## src/rtl/morningjava_pkg.sv

```systemverilog
// Shared types and constants for the morningjava 7-segment display blocks.
package morningjava_pkg;

    typedef enum logic [1:0] {
        IDLE,
        SHOW,
        GAP
    } seq_state_t;

    localparam logic [7:0]  SEG_BLANK  = 8'h00;
    localparam int unsigned SEG_DP_BIT = 7;

    function automatic int unsigned max_u(input int unsigned a, input int unsigned b);
        return (a > b) ? a : b;
    endfunction

endpackage

```

## src/rtl/morningjava_seg7.sv

```systemverilog
// Hex nibble to 7-segment decoder with a registered output, {p,g,f,e,d,c,b,a}.
// The output register is intentionally not reset; the consumer masks it.
module morningjava_seg7 (
    input  logic       clk,
    input  logic [3:0] data_in,
    output logic [7:0] seg_out
);

    logic [7:0] pattern;

    // Combinational hex glyph lookup; decimal point bit is always clear here.
    always_comb begin
        pattern = 8'h00;
        unique case (data_in)
            4'h0: pattern = 8'h3F;
            4'h1: pattern = 8'h06;
            4'h2: pattern = 8'h5B;
            4'h3: pattern = 8'h4F;
            4'h4: pattern = 8'h66;
            4'h5: pattern = 8'h6D;
            4'h6: pattern = 8'h7D;
            4'h7: pattern = 8'h07;
            4'h8: pattern = 8'h7F;
            4'h9: pattern = 8'h6F;
            4'hA: pattern = 8'h77;
            4'hB: pattern = 8'h7C;
            4'hC: pattern = 8'h39;
            4'hD: pattern = 8'h5E;
            4'hE: pattern = 8'h79;
            4'hF: pattern = 8'h71;
            default: pattern = 8'h00;
        endcase
    end

    // Output register, one cycle of latency from data_in.
    always_ff @(posedge clk) begin
        seg_out <= pattern;
    end

endmodule

```

## src/rtl/morningjava_seg7_sequencer.sv

```systemverilog
// Shows a multi-nibble hex value on one 7-segment digit, MSB nibble first,
// each nibble for DWELL_CYCLES followed by GAP_CYCLES of blank. The decimal
// point marks the last nibble.
module morningjava_seg7_sequencer
    import morningjava_pkg::*;
#(
    parameter int unsigned NIBBLES      = 4,
    parameter int unsigned DWELL_CYCLES = 1000,
    parameter int unsigned GAP_CYCLES   = 250
) (
    input  logic                   clk,
    input  logic                   rst_n,
    input  logic                   start,
    input  logic                   abort,
    input  logic [4*NIBBLES-1:0]   data,
    output logic                   busy,
    output logic                   done,
    output logic [7:0]             segments
);

    localparam int unsigned    CNT_W      = $clog2(max_u(DWELL_CYCLES, GAP_CYCLES) + 1);
    localparam logic [CNT_W-1:0] DWELL_LOAD = CNT_W'(DWELL_CYCLES - 1);
    // Only meaningful when a gap exists; the zero-gap path never loads it.
    localparam logic [CNT_W-1:0] GAP_LOAD   = (GAP_CYCLES > 0) ? CNT_W'(GAP_CYCLES - 1) : '0;
    localparam logic [2:0]       IDX_LAST   = 3'(NIBBLES - 1);

    seq_state_t           state;
    logic [4*NIBBLES-1:0] data_q;
    logic [2:0]           idx;
    logic [CNT_W-1:0]     cnt;
    logic [3:0]           nib_q;
    logic                 blank_q;
    logic                 dp_q;
    logic                 blank_q_d;
    logic                 dp_q_d;

    logic [2:0]           idx_dn;
    logic [3:0]           nib_next;
    logic [7:0]           dec;
    logic                 unused_dec_dp;

    assign idx_dn        = idx - 3'd1;
    assign unused_dec_dp = dec[SEG_DP_BIT];

    // Select the nibble that follows the current one, using constant slices only.
    always_comb begin
        nib_next = 4'h0;
        for (int i = 0; i < int'(NIBBLES); i++) begin
            if (idx_dn == 3'(i)) begin
                nib_next = data_q[4*i +: 4];
            end
        end
    end

    // Sequencer FSM with registered busy/done and display controls.
    always_ff @(posedge clk or negedge rst_n) begin
        if (!rst_n) begin
            state   <= IDLE;
            busy    <= 1'b0;
            done    <= 1'b0;
            data_q  <= '0;
            idx     <= 3'd0;
            cnt     <= '0;
            nib_q   <= 4'h0;
            blank_q <= 1'b1;
            dp_q    <= 1'b0;
        end else begin
            done <= 1'b0;
            if (abort) begin
                state   <= IDLE;
                busy    <= 1'b0;
                blank_q <= 1'b1;
            end else begin
                unique case (state)
                    IDLE: begin
                        blank_q <= 1'b1;
                        if (start) begin
                            state   <= SHOW;
                            busy    <= 1'b1;
                            data_q  <= data;
                            idx     <= IDX_LAST;
                            nib_q   <= data[4*(NIBBLES-1) +: 4];
                            cnt     <= DWELL_LOAD;
                            blank_q <= 1'b0;
                            dp_q    <= (IDX_LAST == 3'd0);
                        end
                    end
                    SHOW: begin
                        if (cnt != '0) begin
                            cnt <= cnt - 1'b1;
                        end else if (GAP_CYCLES > 0) begin
                            state   <= GAP;
                            cnt     <= GAP_LOAD;
                            blank_q <= 1'b1;
                        end else if (idx == 3'd0) begin
                            state   <= IDLE;
                            busy    <= 1'b0;
                            done    <= 1'b1;
                            blank_q <= 1'b1;
                        end else begin
                            idx     <= idx_dn;
                            nib_q   <= nib_next;
                            dp_q    <= (idx_dn == 3'd0);
                            cnt     <= DWELL_LOAD;
                        end
                    end
                    GAP: begin
                        if (cnt != '0) begin
                            cnt <= cnt - 1'b1;
                        end else if (idx == 3'd0) begin
                            state <= IDLE;
                            busy  <= 1'b0;
                            done  <= 1'b1;
                        end else begin
                            state   <= SHOW;
                            idx     <= idx_dn;
                            nib_q   <= nib_next;
                            dp_q    <= (idx_dn == 3'd0);
                            blank_q <= 1'b0;
                            cnt     <= DWELL_LOAD;
                        end
                    end
                    default: state <= IDLE;
                endcase
            end
        end
    end

    // Delay blank/dp by one stage to line up with the decoder output register.
    always_ff @(posedge clk or negedge rst_n) begin
        if (!rst_n) begin
            blank_q_d <= 1'b1;
            dp_q_d    <= 1'b0;
        end else begin
            blank_q_d <= blank_q;
            dp_q_d    <= dp_q;
        end
    end

    morningjava_seg7 u_seg7 (
        .clk     (clk),
        .data_in (nib_q),
        .seg_out (dec)
    );

    // Board pins: blanking masks the unreset decoder register.
    always_comb begin
        segments = blank_q_d ? SEG_BLANK : {dp_q_d, dec[SEG_DP_BIT-1:0]};
    end

endmodule

```

## config.mk

```make
export PLATFORM = sky130hd
export DESIGN_NAME = morningjava_seg7_sequencer
export DESIGN_NICKNAME = d
export VERILOG_FILES = /design/src/rtl/morningjava_pkg.sv /design/src/rtl/morningjava_seg7.sv /design/src/rtl/morningjava_seg7_sequencer.sv
export SDC_FILE = /design/constraint.sdc
export NUM_CORES = 1
export LEC_CHECK = 0
export BUFFER_PORTS_ARGS = -buffer_cell sky130_fd_sc_hd__clkbuf_2
export CAP_MARGIN = 15
export CELL_PAD_IN_SITES_DETAIL_PLACEMENT = 0
export CELL_PAD_IN_SITES_GLOBAL_PLACEMENT = 1
export CORE_ASPECT_RATIO = 0.9
export CORE_UTILIZATION = 35
export CTS_CLUSTER_SIZE = 28
export DETAILED_ROUTE_END_ITERATION = 6
export PLACE_DENSITY_LB_ADDON = 0.08
export SLEW_MARGIN = 0
export SYNTH_ARGS = -nofsm -noshare
export SYNTH_HDL_FRONTEND = slang
export SYNTH_SLANG_ARGS = --single-unit
```

## constraint.sdc

```tcl
create_clock -name clk -period 2.6 [get_ports clk]
set_input_delay 0.52 -clock clk [delete_from_list [all_inputs] [get_ports clk]]
set_output_delay 0.52 -clock clk [all_outputs]
set_load 0.01 [all_outputs]
```

# After elaboration in Yosys (flattened, before gate mapping)
# Memories as Yosys holds them, arrays and structs flattened. A register that Yosys moved wholly into a read port is not among the register bits.
# Cells that the tools add are included.
# totals
ff_bits,41
mem_bits_ro,112
inputBits,20
out_inout_bits,10
word_cells,86
mem_count,1
# classes
add_sub_neg,2
eq_ne,14
n_mux,43
n_bitwise,1
n_reduce_logical,14
# memory_table
memory,depth,width,rd,rd_clocked_by_memory_dff,wr,line,rtl
(name not given),16,7,1,1,0,morningjava_seg7.sv:14,unique case (data_in)
# op_table
operator,count
$mux W10,4
$pmux W10 S3,1
$mux W4,7
$ne A3 B3 Y1 const B,6
$mux W1,17
$reduce_and A4 Y1,3
$reduce_bool A10 Y1,1
$sub A10 B1 Y10 const B,1
$mux W3,3
$mux W2,4
$mux W8,1
$pmux W4 S2,1
$eq A3 B2 Y1 const B,2
$logic_not A3 Y1,2
$ne A2 B2 Y1 const B,3
$pmux W2 S3,1
$pmux W3 S2,1
$reduce_and A3 Y1,2
$reduce_bool A3 Y1,2
$reduce_and A5 Y1,1
$pmux W1 S2,2
$reduce_bool A4 Y1,1
$eq A3 B1 Y1 const B,1
$pmux W1 S3,1
other kinds (6),6

# Depth between registers and ports, before layout
# Gate-level depths: netlist (run 1).
# logic_depth
ltp_word,9
mapped_depth,8
mapped_depth_nobuf,6

# Modules after synthesis
# A second synthesis (run 1) with hierarchy kept.
# hier_totals
hier_cells,271
area_unflattened_um2,2731.4
# by_module_without_submodules
module,instances,cells_per_inst,area_each_um2,seq_area_each_um2
morningjava_seg7_sequencer,1,229,2292.2,1028.5
morningjava_seg7,1,42,439.2,140.1

# Worst setup path before layout (run 1)
# No wires, ideal clock.
# synth_timing
kind,reg2reg
start,reg state[0]
end,reg idx[0]
arrival_ps,2053
path_slack_ps,422
stages_incl_launch_ff,9
synth_period_minus_slack_ps,2178
path_cell_list,dfrtp_1 > inv_1 > ha_1 > nor2b_1 > buf_2 > or4_4 > a21o_1 > buf_6 > mux2_4
# synth_between
elab_chain_len,3
elab_cells_between_ends,8
# synth_rtl
element,line,rtl
start: declaration,morningjava_seg7_sequencer.sv:27,seq_state_t state;
start signal: assignment,morningjava_seg7_sequencer.sv:58,state <= IDLE;
start signal: assignment,morningjava_seg7_sequencer.sv:70,state <= IDLE;
start signal: assignment,morningjava_seg7_sequencer.sv:78,state <= SHOW;
$eq A2 B2 Y1 / $logic_not A2 Y1 (equally long branches),morningjava_seg7_sequencer.sv:74,unique case (state)
$ne A2 B2 Y1 (no line) / $reduce_bool A2 Y1 (equally long branches),--,
$reduce_and A5 Y1 (no line),--,
end signal: assignment,morningjava_seg7_sequencer.sv:101,idx <= idx_dn;
end signal: assignment,morningjava_seg7_sequencer.sv:116,idx <= idx_dn;
end: declaration,morningjava_seg7_sequencer.sv:29,logic [2:0] idx;
# Parallel ways exist; a longest one is shown, timed or not.
# A chain may end at the register's enable or synchronous reset.

# Worst setup path after layout (run 1)
# layout_timing
start,reg state[0]
end,reg nib_q[1]
# layout_between
elab_chain_len,3
elab_cells_between_ends,8
# layout_rtl
element,line,rtl
$eq A2 B2 Y1 / $logic_not A2 Y1 (equally long branches),morningjava_seg7_sequencer.sv:74,
$ne A2 B2 Y1 (no line) / $reduce_bool A2 Y1 (equally long branches),--,
$reduce_and A5 Y1 (no line),--,
end signal: assignment,morningjava_seg7_sequencer.sv:82,nib_q <= data[4*(NIBBLES-1) +: 4];
end signal: assignment,morningjava_seg7_sequencer.sv:102,nib_q <= nib_next;
end signal: assignment,morningjava_seg7_sequencer.sv:117,nib_q <= nib_next;
end: declaration,morningjava_seg7_sequencer.sv:31,logic [3:0] nib_q;
# Parallel ways exist; a longest one is shown, timed or not.

==> results of run 1 <==
per-layer routing:
| metal | GRT usage [%] | part of all wire (%) | vias to the layer above |
|---|---|---|---|
| met2 | 23.1 | 40 | 46 |
| met3 | 2.41 | 3.7 | 2 |
| met4 | 3.66 | 0.51 | 0 |
| met1 | 24.7 | 56 | 991 |
| met5 | 0 | 0 | - |
| li1 | - | - | 1069 |
logic make-up after synthesis:
group	after synthesis
xor gates and xnor gates	2
and+or+nand+nor	78
adders and majority gates	19
AOI/OAI and AO/OA	67
DFF	48
muxes	24
buffers and inverters	37
layout by cell type, fill, tap and decap left out, types with 6 or more instances in the layout:
| cell | instances |
|---|---|
| o21ai_0 | 6 |
| inv_1 | 21 |
| mux2_2 | 14 |
| dfrtp_1 | 39 |
| buf_4 | 12 |
| nand3_1 | 7 |
| ha_1 | 19 |
| a21oi_1 | 11 |
| mux2_4 | 6 |
| clkbuf_2 | 29 |
| nand2_1 | 11 |
| nor2_1 | 15 |
| o22a_1 | 7 |
| nor2b_1 | 13 |
| dfxtp_1 | 7 |
cell usage after synthesis (all sizes together), types with 2 or more instances:
cell	n	area, sq um
nor2	16	62.6
buf	6	36.3
o21ai	7	35.0
nand4	2	12.5
a21oi	11	55.1
nand2b	2	12.5
a22oi	2	15.0
mux2	20	248
nor4b	2	23.8
inv	21	78.8
a22o	4	35.0
nand2	11	41.3
o41ai	2	17.5
o211ai	3	22.5
nor2b	13	81.3
xnor2	2	17.5
mux2i	3	30.0
a211oi	5	37.5
clkbuf	10	37.5
a221oi	4	35.0
dfxtp	7	140
dfstp	2	52.6
a2bb2oi	2	17.5
o22a	7	61.3
nor4	3	33.8
o2111ai	2	17.5
or2	5	31.3
a41oi	3	26.3
or3	2	12.5
nand3	8	45.0
o32ai	4	35.0
ha	19	238
or4	2	18.8
a31oi	2	12.5
nor3	5	25.0
dfrtp	39	976
cell type report:
| type | count | area, sq um |
|---|---|---|
| Tap cell | 96 | 120 |
| Multi-Input combinational cell | 190 | 1510 |
| Sequential cell | 48 | 1170 |
| Timing Repair Buffer | 41 | 235 |
| Clock buffer | 8 | 123 |
| Inverter | 21 | 78.8 |
| Fill cell | 753 | 4460 |
through the flow:
| stage | hold WS, ns | area (sq um) | util, % | cells |
|---|---|---|---|---|
| global placement | 0.361 | 3120 | 40.5 | 396 |
| CTS | 0.218 | 3240 | 42.1 | 404 |
| detailed placement | 0.362 | 3120 | 40.5 | 396 |
| global route | 0.246 | 3240 | 42.1 | 404 |
| finish | 0.190 | 3240 | 42.1 | 404 |
| floorplan | 0.224 | 2830 | - | 275 |
final timing paths:
kind                                 startpoint              endpoint  cells past startpoint
min                                       rst_n        done$_DFF_PN0_                      1
max in group asynchronous                 rst_n  nib_q[0]$_DFFE_PN0P_                      2
min in group clk            blank_q$_DFFE_PN1P_   blank_q_d$_DFF_PN1_                      0
max                        state[0]$_DFFE_PN0P_  nib_q[1]$_DFFE_PN0P_                      6
max reg2reg                state[0]$_DFFE_PN0P_  nib_q[1]$_DFFE_PN0P_                      6
min reg2reg                 blank_q$_DFFE_PN1P_   blank_q_d$_DFF_PN1_                      0
power by group through the flow:
stage | registers [W] | clock network [W] | logic [W]
floorplan | 0.00121 | 0 | 0.00117
global placement | 0.00132 | 0 | 0.00145
detailed placement | 0.00132 | 0 | 0.00144
CTS | 0.00131 | 0.000582 | 0.00145
global route | 0.00136 | 0.000606 | 0.00163
finish | 0.00130 | 0.000564 | 0.00144
sequential cells by signal (all words and copies together) (netlist names):
name            flops
idx                 3
u_seg7.seg_out      7
state               2
cnt                10
blank_q             1
nib_q               4
blank_q_d           1
dp_q                1
busy                1
data_q             16
dp_q_d              1
done                1
==> flow_summary.ini, run 1 <==
[synthesis]
synthArstFlopShare_pct = 85.4
synth-edff-count = 0
synth_compound_area_share_pct = 17.6
ys_warn_count = 0
syn_avg_cell_area_sq_um = 10.3
synth_xor_area_share_pct = 0.618
synth_seq_area_share_pct = 41.2
syn_nets = 314
synth_top_family_by_area = compound AO/OA/AOI/OAI gates
synth.area.mux_share_pct = 10.6
dominantRegCellSynth = dfrtp_1
synthAdderAreaFrac_pct = 8.39
yosysUniqueCellTypes = 63
synth-simple-area-share_pct = 16.2
syn_area_sq_um = 2830
synth_cells = 275
ys_seq_elements = 48

[die]
dieWidth_um = 96.9
die_h_um = 87.4
row_count = 30
fp.dieArea_sq_um = 8460
coreArea_sq_um = 7690
io-pin-count = 30
start_util_pct = 36.8

[placement]
gp_congestion = 0.786
post-dp-hpwl_mm = 4.56
port_buffers = 29
place_ws_ns = 0.286

[hold_path]
hold_path_class = in2async

[drt]
vias_per_cell = 5.22
drt_iter0_drc = 154
ant_nets = 0
wl_mm = 6.10
wl_per_cell_um = 15.1
drc = 0
dr.pass1.iters = 4
via_count = 2108

[worst_setup_path]
crit_required_ns = 2.79
critPathKind = reg2reg
crit_path_cell_trace = inv_1 > ha_1 > nor2b_1 > or4_4 > a21o_1 > mux2_4
path_delay_family = simple AND/OR/NAND/NOR gates
critPathSlowestCell = or4_4
path_max_fanout = 9
cpPeakStageDelay_ns = 0.52
crit_buf_inv = 1
ff2ff_setup_slack_ns = 0.28
startpoint_type = flop
end_kind = flop
critPathArrivalTime_ns = 2.51

[final_layout]
antenna_cells = 0
area_growth_pct = 14.3
layout.nets = 346
drive_gt1_share_pct = 25.6

[pwr]
clkPwrFrac_pct = 17.1
p_int_w = 0.00207
power_w = 0.00330
pwr-share-comb_pct = 43.5
seqPwrFrac_pct = 39.5
peakVddDrop_v = 0.000329
p_per_area_nw_per_um2 = 1020
switching_share_pct = 37.4
p_leak_nw = 1.47
p_sw_w = 0.00124

[clock_network]
root_buffer = clkbuf_8
clockBufferDepth = 2
cts_tree = built
post-cts-setup-buffers = 0
numCtsBuffers = 5
cts_resized = 0
clock-sinks = 48
clkTransAtPathRegs_ns = 0.09
cts_htree_levels = 2
cts_hold_buffers = 0
clkLatencyLatePin_ns = 0.30

[grt]
overflow = 0
grt_pass1_wl_mm = 10.8
grt_usage_pct = 15.9
antenna_found_initial = 0
grt_max_degree = 23
grt_pass1_vias = 2043

[sta]
final.setup.tns_ns = 0
finalCritPeriodShare_pct = 89.4
setup_viol = 0
slew_headroom_pct = 59.3
finalHoldViolCount = 0
skew_ns = 0.00964
rsz0062_at_grt = no
finalWorstPathRequiredPeriod_ns = 2.32
tightest_slew_ns = 0.605
max_clock_freq_mhz = 430
maxSlewViolCount = 0
fin_ws_ns = 0.276

[job]
drv_cap = 0

[outcome]
outcome = completed
No activity file was read; power rests on OpenSTA's default activity.
==> run 2: changes to the inputs <==
==> constraint.sdc (replaced) <==
create_clock -name clk -period 2.21 [get_ports clk]
set_input_delay 0.442 -clock clk [delete_from_list [all_inputs] [get_ports clk]]
set_output_delay 0.442 -clock clk [all_outputs]
set_load 0.01 [all_outputs]
==> run 2 against run 1 <==
Setup slack worse by 0.18 ns. Sequential share of layout area down 0.98 points. Routed wire length up 2.6%. Utilization up 1.2 points. First-iteration DRC count down 51%. Global-route usage about the same. Clock skew down 0.0031 ns. Total power up 17%. Highest routed layer unchanged.
==> flow_summary.ini, run 2 (synthesized netlist as in run 1, its figures left out) <==
[sta]
maxSlewViolCount = 0
final.setup.tns_ns = 0
slew_headroom_pct = 61.6
max_clock_freq_mhz = 474
finalCritPeriodShare_pct = 95.5
skew_ns = 0.00652
tightest_slew_ns = 0.576
finalHoldViolCount = 0
rsz0062_at_grt = no
setup_viol = 0
finalWorstPathRequiredPeriod_ns = 2.11

[worst_setup_path]
critPathKind = reg2reg
startpoint_type = flop
r2r_start = idx[1]$_DFFE_PN0P_
ff2ff_path_depth = 6
crit_path_cell_trace = inv_1 > ha_1 > and3b_1 > or4_4 > a21o_2 > mux2_4
ff2ff_setup_slack_ns = 0.1
crit_required_ns = 2.39
critPathSlowestCell = or4_4
end_kind = flop
path_max_fanout = 7
cpPeakStageDelay_ns = 0.54
r2r_end = nib_q[3]$_DFFE_PN0P_
critPathArrivalTime_ns = 2.29

[final_layout]
antenna_cells = 0
mostFrequentLayoutCells = dfrtp_1 (39), clkbuf_2 (29), buf_4 (25)
top_regs = data_q (16), cnt (10), u_seg7.seg_out (7)
layout.nets = 360
design_area_sq_um = 3330
final_common_cell = dfrtp_1
area_growth_pct = 17.4
top_register = data_q
largest_reg_flops = 16
drive_gt1_share_pct = 29.2

[clock_network]
cts_htree_levels = 2
cts_tree = built
clkTransAtPathRegs_ns = 0.09
clockBufferDepth = 2
numCtsBuffers = 5
root_buffer = clkbuf_8
clkLatencyLatePin_ns = 0.29
clock-sinks = 48

[pwr]
p_leak_nw = 1.52
clkPwrFrac_pct = 14.2
p_sw_w = 0.00147
switching_share_pct = 37.8
seqPwrFrac_pct = 38.6
p_int_w = 0.00241
p_per_area_nw_per_um2 = 1170
peakVddDrop_v = 0.000377
pwr-share-comb_pct = 47.2

[grt]
antenna_found_initial = 0
overflow = 0
grt_max_degree = 22
grt_pass1_wl_mm = 10.7
grt_pass1_vias = 2085
grt_usage_pct = 16.0

[die]
row_count = 30
dieWidth_um = 96.9
fp.dieArea_sq_um = 8460
die_h_um = 87.4
coreArea_sq_um = 7690
start_util_pct = 36.8
io-pin-count = 30

[drt]
wl_mm = 6.26
drt_iter0_drc = 76
ant_nets = 0
via_count = 2157
dr.pass1.iters = 4
wl_per_cell_um = 15.0
vias_per_cell = 5.16
drc = 0

[placement]
gp_congestion = 0.791
port_buffers = 29
post-dp-hpwl_mm = 4.87
dpl_cell_area_sq_um = 3230

[hold_path]
hold_path_class = in2async

[job]
drv_cap = 0

[outcome]
outcome = completed
[run 2: changes by cell type in the layout (fill, tap and decap cells not counted)]
| cell | previous run | this run |
|---|---|---|
| clkbuf_16 | 2 | 0 |
| a21o_2 | 0 | 1 |
| clkbuf_8 | 5 | 6 |
| clkinvlp_4 | 0 | 1 |
| a21o_1 | 1 | 0 |
| buf_12 | 0 | 1 |
| buf_4 | 12 | 25 |
[run 2: worst max-delay path by stage]
stage                                     from              endpoint  depth (start not counted)
after floorplan           state[0]$_DFFE_PN0P_    idx[0]$_DFFE_PN0P_                          8
after global placement      idx[0]$_DFFE_PN0P_  nib_q[1]$_DFFE_PN0P_                          6
after detailed placement    idx[0]$_DFFE_PN0P_  nib_q[3]$_DFFE_PN0P_                          6
after CTS                   idx[0]$_DFFE_PN0P_  nib_q[3]$_DFFE_PN0P_                          6
after global routing        idx[0]$_DFFE_PN0P_  nib_q[3]$_DFFE_PN0P_                          6
final                       idx[1]$_DFFE_PN0P_  nib_q[3]$_DFFE_PN0P_                          6
[run 2: final cells by class]
cell class	count	area, sq um
Multi-Input combinational cell	190	1510
Clock inverter	1	7.51
Timing Repair Buffer	55	353
Clock buffer	7	86.3
Inverter	21	78.8
Sequential cell	48	1170
Fill cell	753	4370
Tap cell	96	120
[run 2: repair_timing]
action,CTS,global route
hold buffers,0,0
resized for setup,0,1
setup buffers,0,1
setup endpoints to repair,0,7
[run 2: worst max-delay path: cells and delay by family, from the launching register on]
family,cells,cell delay [ns]
AO/OA/AOI/OAI,1,0.30
adder cells (fa/ha/maj),1,0.20
buffers and inverters,1,0.08
flip-flops,1,0.35
multiplexers,1,0.31
AND/OR/NAND/NOR,2,0.75
[run 2: per-stage QoR]
stage	utilization, %	hold slack, ns	instances	setup WS [ns]	total power [W]
floorplan	-	0.146	275	0.0321	0.00279
global placement	41.9	0.361	409	0.105	0.00335
detailed placement	41.9	0.362	409	0.0743	0.00337
CTS	43.1	0.140	417	0.0483	0.00393
global route	43.3	0.167	418	0.0134	0.00422
finish	43.3	0.128	418	0.0991	0.00388
[run 2: power groups by stage]
stage / clock network, W / logic (W) / registers [W]
2_1_floorplan: 0 / 0.00137 / 0.00142
3_3_place_gp: 0 / 0.00184 / 0.00151
3_5_place_dp: 0 / 0.00185 / 0.00152
4_1_cts: 0.000577 / 0.00185 / 0.00150
5_1_grt: 0.000610 / 0.00206 / 0.00156
6_report: 0.000551 / 0.00183 / 0.00150
[run 2: per-layer routing]
metal | GRT usage [%] | vias to the layer above | part of all wire [%]
met2 | 23.4 | 35 | 40
li1 | - | 1101 | -
met1 | 24.3 | 1019 | 56
met3 | 2.73 | 2 | 2.9
met4 | 3.66 | 0 | 0.56
met5 | 0 | - | 0
==> run 3: changes to the inputs <==
--- a/config.mk
+++ b/config.mk
@@ -5,6 +5,7 @@
 export SDC_FILE = /design/constraint.sdc
 export NUM_CORES = 1
 export LEC_CHECK = 0
+export ABC_AREA = 1
 export BUFFER_PORTS_ARGS = -buffer_cell sky130_fd_sc_hd__clkbuf_2
 export CAP_MARGIN = 15
 export CELL_PAD_IN_SITES_DETAIL_PLACEMENT = 0
==> run 3 against run 2 <==
Die area up 0.22%. Fmax increased by 8.3%. Clock-buffer cell count increased by 1. Combinational power fell by 3%. Non-clock buffer count down 21. Critical path depth up 4. First-iteration DRC count increased by 42%. Final area down 4.0%. Critical path type unchanged. Synthesized area grew 0.22%. Sequential power about the same. Clock skew down 0.00087 ns.
==> flow_summary.ini, run 3 <==
[worst_setup_path]
path_max_fanout = 12
r2r_start = state[0]$_DFFE_PN0P_
startpoint_type = flop
critPathArrivalTime_ns = 2.13
ff2ff_path_depth = 10
critPathKind = reg2reg
r2r_end = idx[0]$_DFFE_PN0P_
crit_required_ns = 2.39
end_kind = flop
crit_path_cell_trace = inv_1 > ha_1 > inv_1 > nor2_1 > nor2_1 > nand2_1 > nor2_4 > nand2_2 > o21ai_1 > o21ai_1
critPathSlowestCell = dfrtp_1
cpPeakStageDelay_ns = 0.48
ff2ff_setup_slack_ns = 0.26

[clock_network]
cts_htree_levels = 2
clkTransAtPathRegs_ns = 0.09
clockBufferDepth = 2
numCtsBuffers = 5
cts_hold_buffers = 0
cts_tree = built
clock-sinks = 48
cts_resized = 0
post-cts-setup-buffers = 0
clkLatencyLatePin_ns = 0.29
root_buffer = clkbuf_8

[die]
start_util_pct = 36.9
io-pin-count = 30
die_h_um = 87.5
coreArea_sq_um = 7690
dieWidth_um = 97.0
row_count = 30
fp.dieArea_sq_um = 8480

[synthesis]
dominantRegCellSynth = dfrtp_1
synth_seq_area_share_pct = 41.1
ys_warn_count = 0
synthArstFlopShare_pct = 85.4
synth_area_leaders = dfrtp_1 (34%), nand2_1 (11%), ha_1 (8.4%)
synth_cells = 376
syn_nets = 415
syn_area_sq_um = 2840
synth-edff-count = 0
ys_seq_elements = 48
yosysUniqueCellTypes = 28
ys_top_cells_by_count = nand2_1 (84), inv_1 (52), nor2_1 (48)
yosysTopAreaCell = dfrtp_1
syn_avg_cell_area_sq_um = 7.55
synth_top_cell_area_share_pct = 34.4
synthMostInstantiatedCell = nand2_1

[grt]
grt_usage_pct = 15.3
grt_pass1_wl_mm = 10.6
grt_max_degree = 42
grt_pass1_vias = 2255
antenna_found_initial = 0
overflow = 0

[final_layout]
antenna_cells = 0
design_area_sq_um = 3190
mostFrequentLayoutCells = nand2_1 (84), inv_1 (52), nor2_1 (48)
largest_reg_flops = 16
top_register = data_q
postLayoutCoreUtil_pct = 41.5
top_regs = data_q (16), cnt (10), u_seg7.seg_out (7)
layout.nets = 448
drive_gt1_share_pct = 18.3
final_common_cell = nand2_1
area_growth_pct = 12.5

[drt]
vias_per_cell = 4.68
ant_nets = 0
wl_per_cell_um = 11.8
drc = 0
via_count = 2368
dr.pass1.iters = 4
wl_mm = 5.97
drt_iter0_drc = 108

[pwr]
power_w = 0.00388
p_per_area_nw_per_um2 = 1210
peakVddDrop_v = 0.000379
p_leak_nw = 1.71

[sta]
setup_viol = 0
slew_headroom_pct = 63.1
finalWorstPathRequiredPeriod_ns = 1.95
finalCritPeriodShare_pct = 88.2
skew_ns = 0.00564
maxSlewViolCount = 0
final.setup.tns_ns = 0
finalHoldViolCount = 0
max_clock_freq_mhz = 513
rsz0062_at_grt = no
fin_ws_ns = 0.262
tightest_slew_ns = 0.553

[placement]
port_buffers = 29
gp_congestion = 0.815
dpl_cell_area_sq_um = 3090
place_ws_ns = 0.305
post-dp-hpwl_mm = 4.43

[outcome]
outcome = completed

[hold_path]
hold_path_class = in2async

[job]
drv_cap = 0
## run 3: layout make-up
cell class / instances / area, sq um
Tap cell: 96 / 120
Timing Repair Buffer: 34 / 183
Sequential cell: 48 / 1170
Inverter: 58 / 218
Multi-Input combinational cell: 262 / 1410
Fill cell: 836 / 4500
Clock buffer: 8 / 100
## run 3: metal layers
metal / global-route usage (%) / up-vias / share of wire (%) / wire (um)
met4: 3.26 / 0 / 0.42 / 25
met3: 3.37 / 2 / 3.1 / 188
met5: 0 / - / 0 / 0
met2: 24.1 / 34 / 44 / 2640
met1: 21.7 / 1091 / 52 / 3120
li1: - / 1241 / - / -
## run 3: metrics by stage
stage	std cells	hold WS, ns
2_1_floorplan	376	0.146
3_3_place_gp	498	0.361
3_5_place_dp	498	0.361
4_1_cts	506	0.225
5_1_grt	506	0.254
6_report	506	0.207
## run 3: cells by family (layout without fill, tap and decap cells)
group	count (synthesis)	count (layout)	share of synthesized area [%]
and+or+nand+nor	178	178	27.2
buffers and inverters	66	100	9.38
AOI/OAI and AO/OA	56	56	10.4
DFF	48	48	41.1
adders and majority gates	19	19	8.37
muxes	8	8	3.17
xor gates and xnor gates	1	1	0.308
## run 3: power by group
group	internal [W]	switching [W]	leakage [nW]	total, W
registers	0.00125	0.000263	0.536	0.00151
logic	0.000676	0.00111	1.12	0.00178
clock network	0.000286	0.000294	0.0515	0.000581
## run 3: how the worst max path moves through the flow
stage	start	end	slack, ns	cells past startpoint
2_1_floorplan	state[0]$_DFFE_PN0P_	nib_q[1]$_DFFE_PN0P_	0.58	11
3_3_place_gp	state[0]$_DFFE_PN0P_	idx[0]$_DFFE_PN0P_	0.39	10
3_5_place_dp	state[0]$_DFFE_PN0P_	idx[0]$_DFFE_PN0P_	0.31	10
4_1_cts	state[0]$_DFFE_PN0P_	idx[0]$_DFFE_PN0P_	0.28	10
5_1_grt	state[0]$_DFFE_PN0P_	idx[0]$_DFFE_PN0P_	0.06	10
6_report	state[0]$_DFFE_PN0P_	idx[0]$_DFFE_PN0P_	0.26	10
## run 3: worst max-delay path, delay by kind of cell (launching register included)
kind | cells | cell delay [ns]
simple gates | 5 | 0.65
compound gates | 2 | 0.26
flops | 1 | 0.48
fa+ha+maj | 1 | 0.26
buf+inv | 2 | 0.17
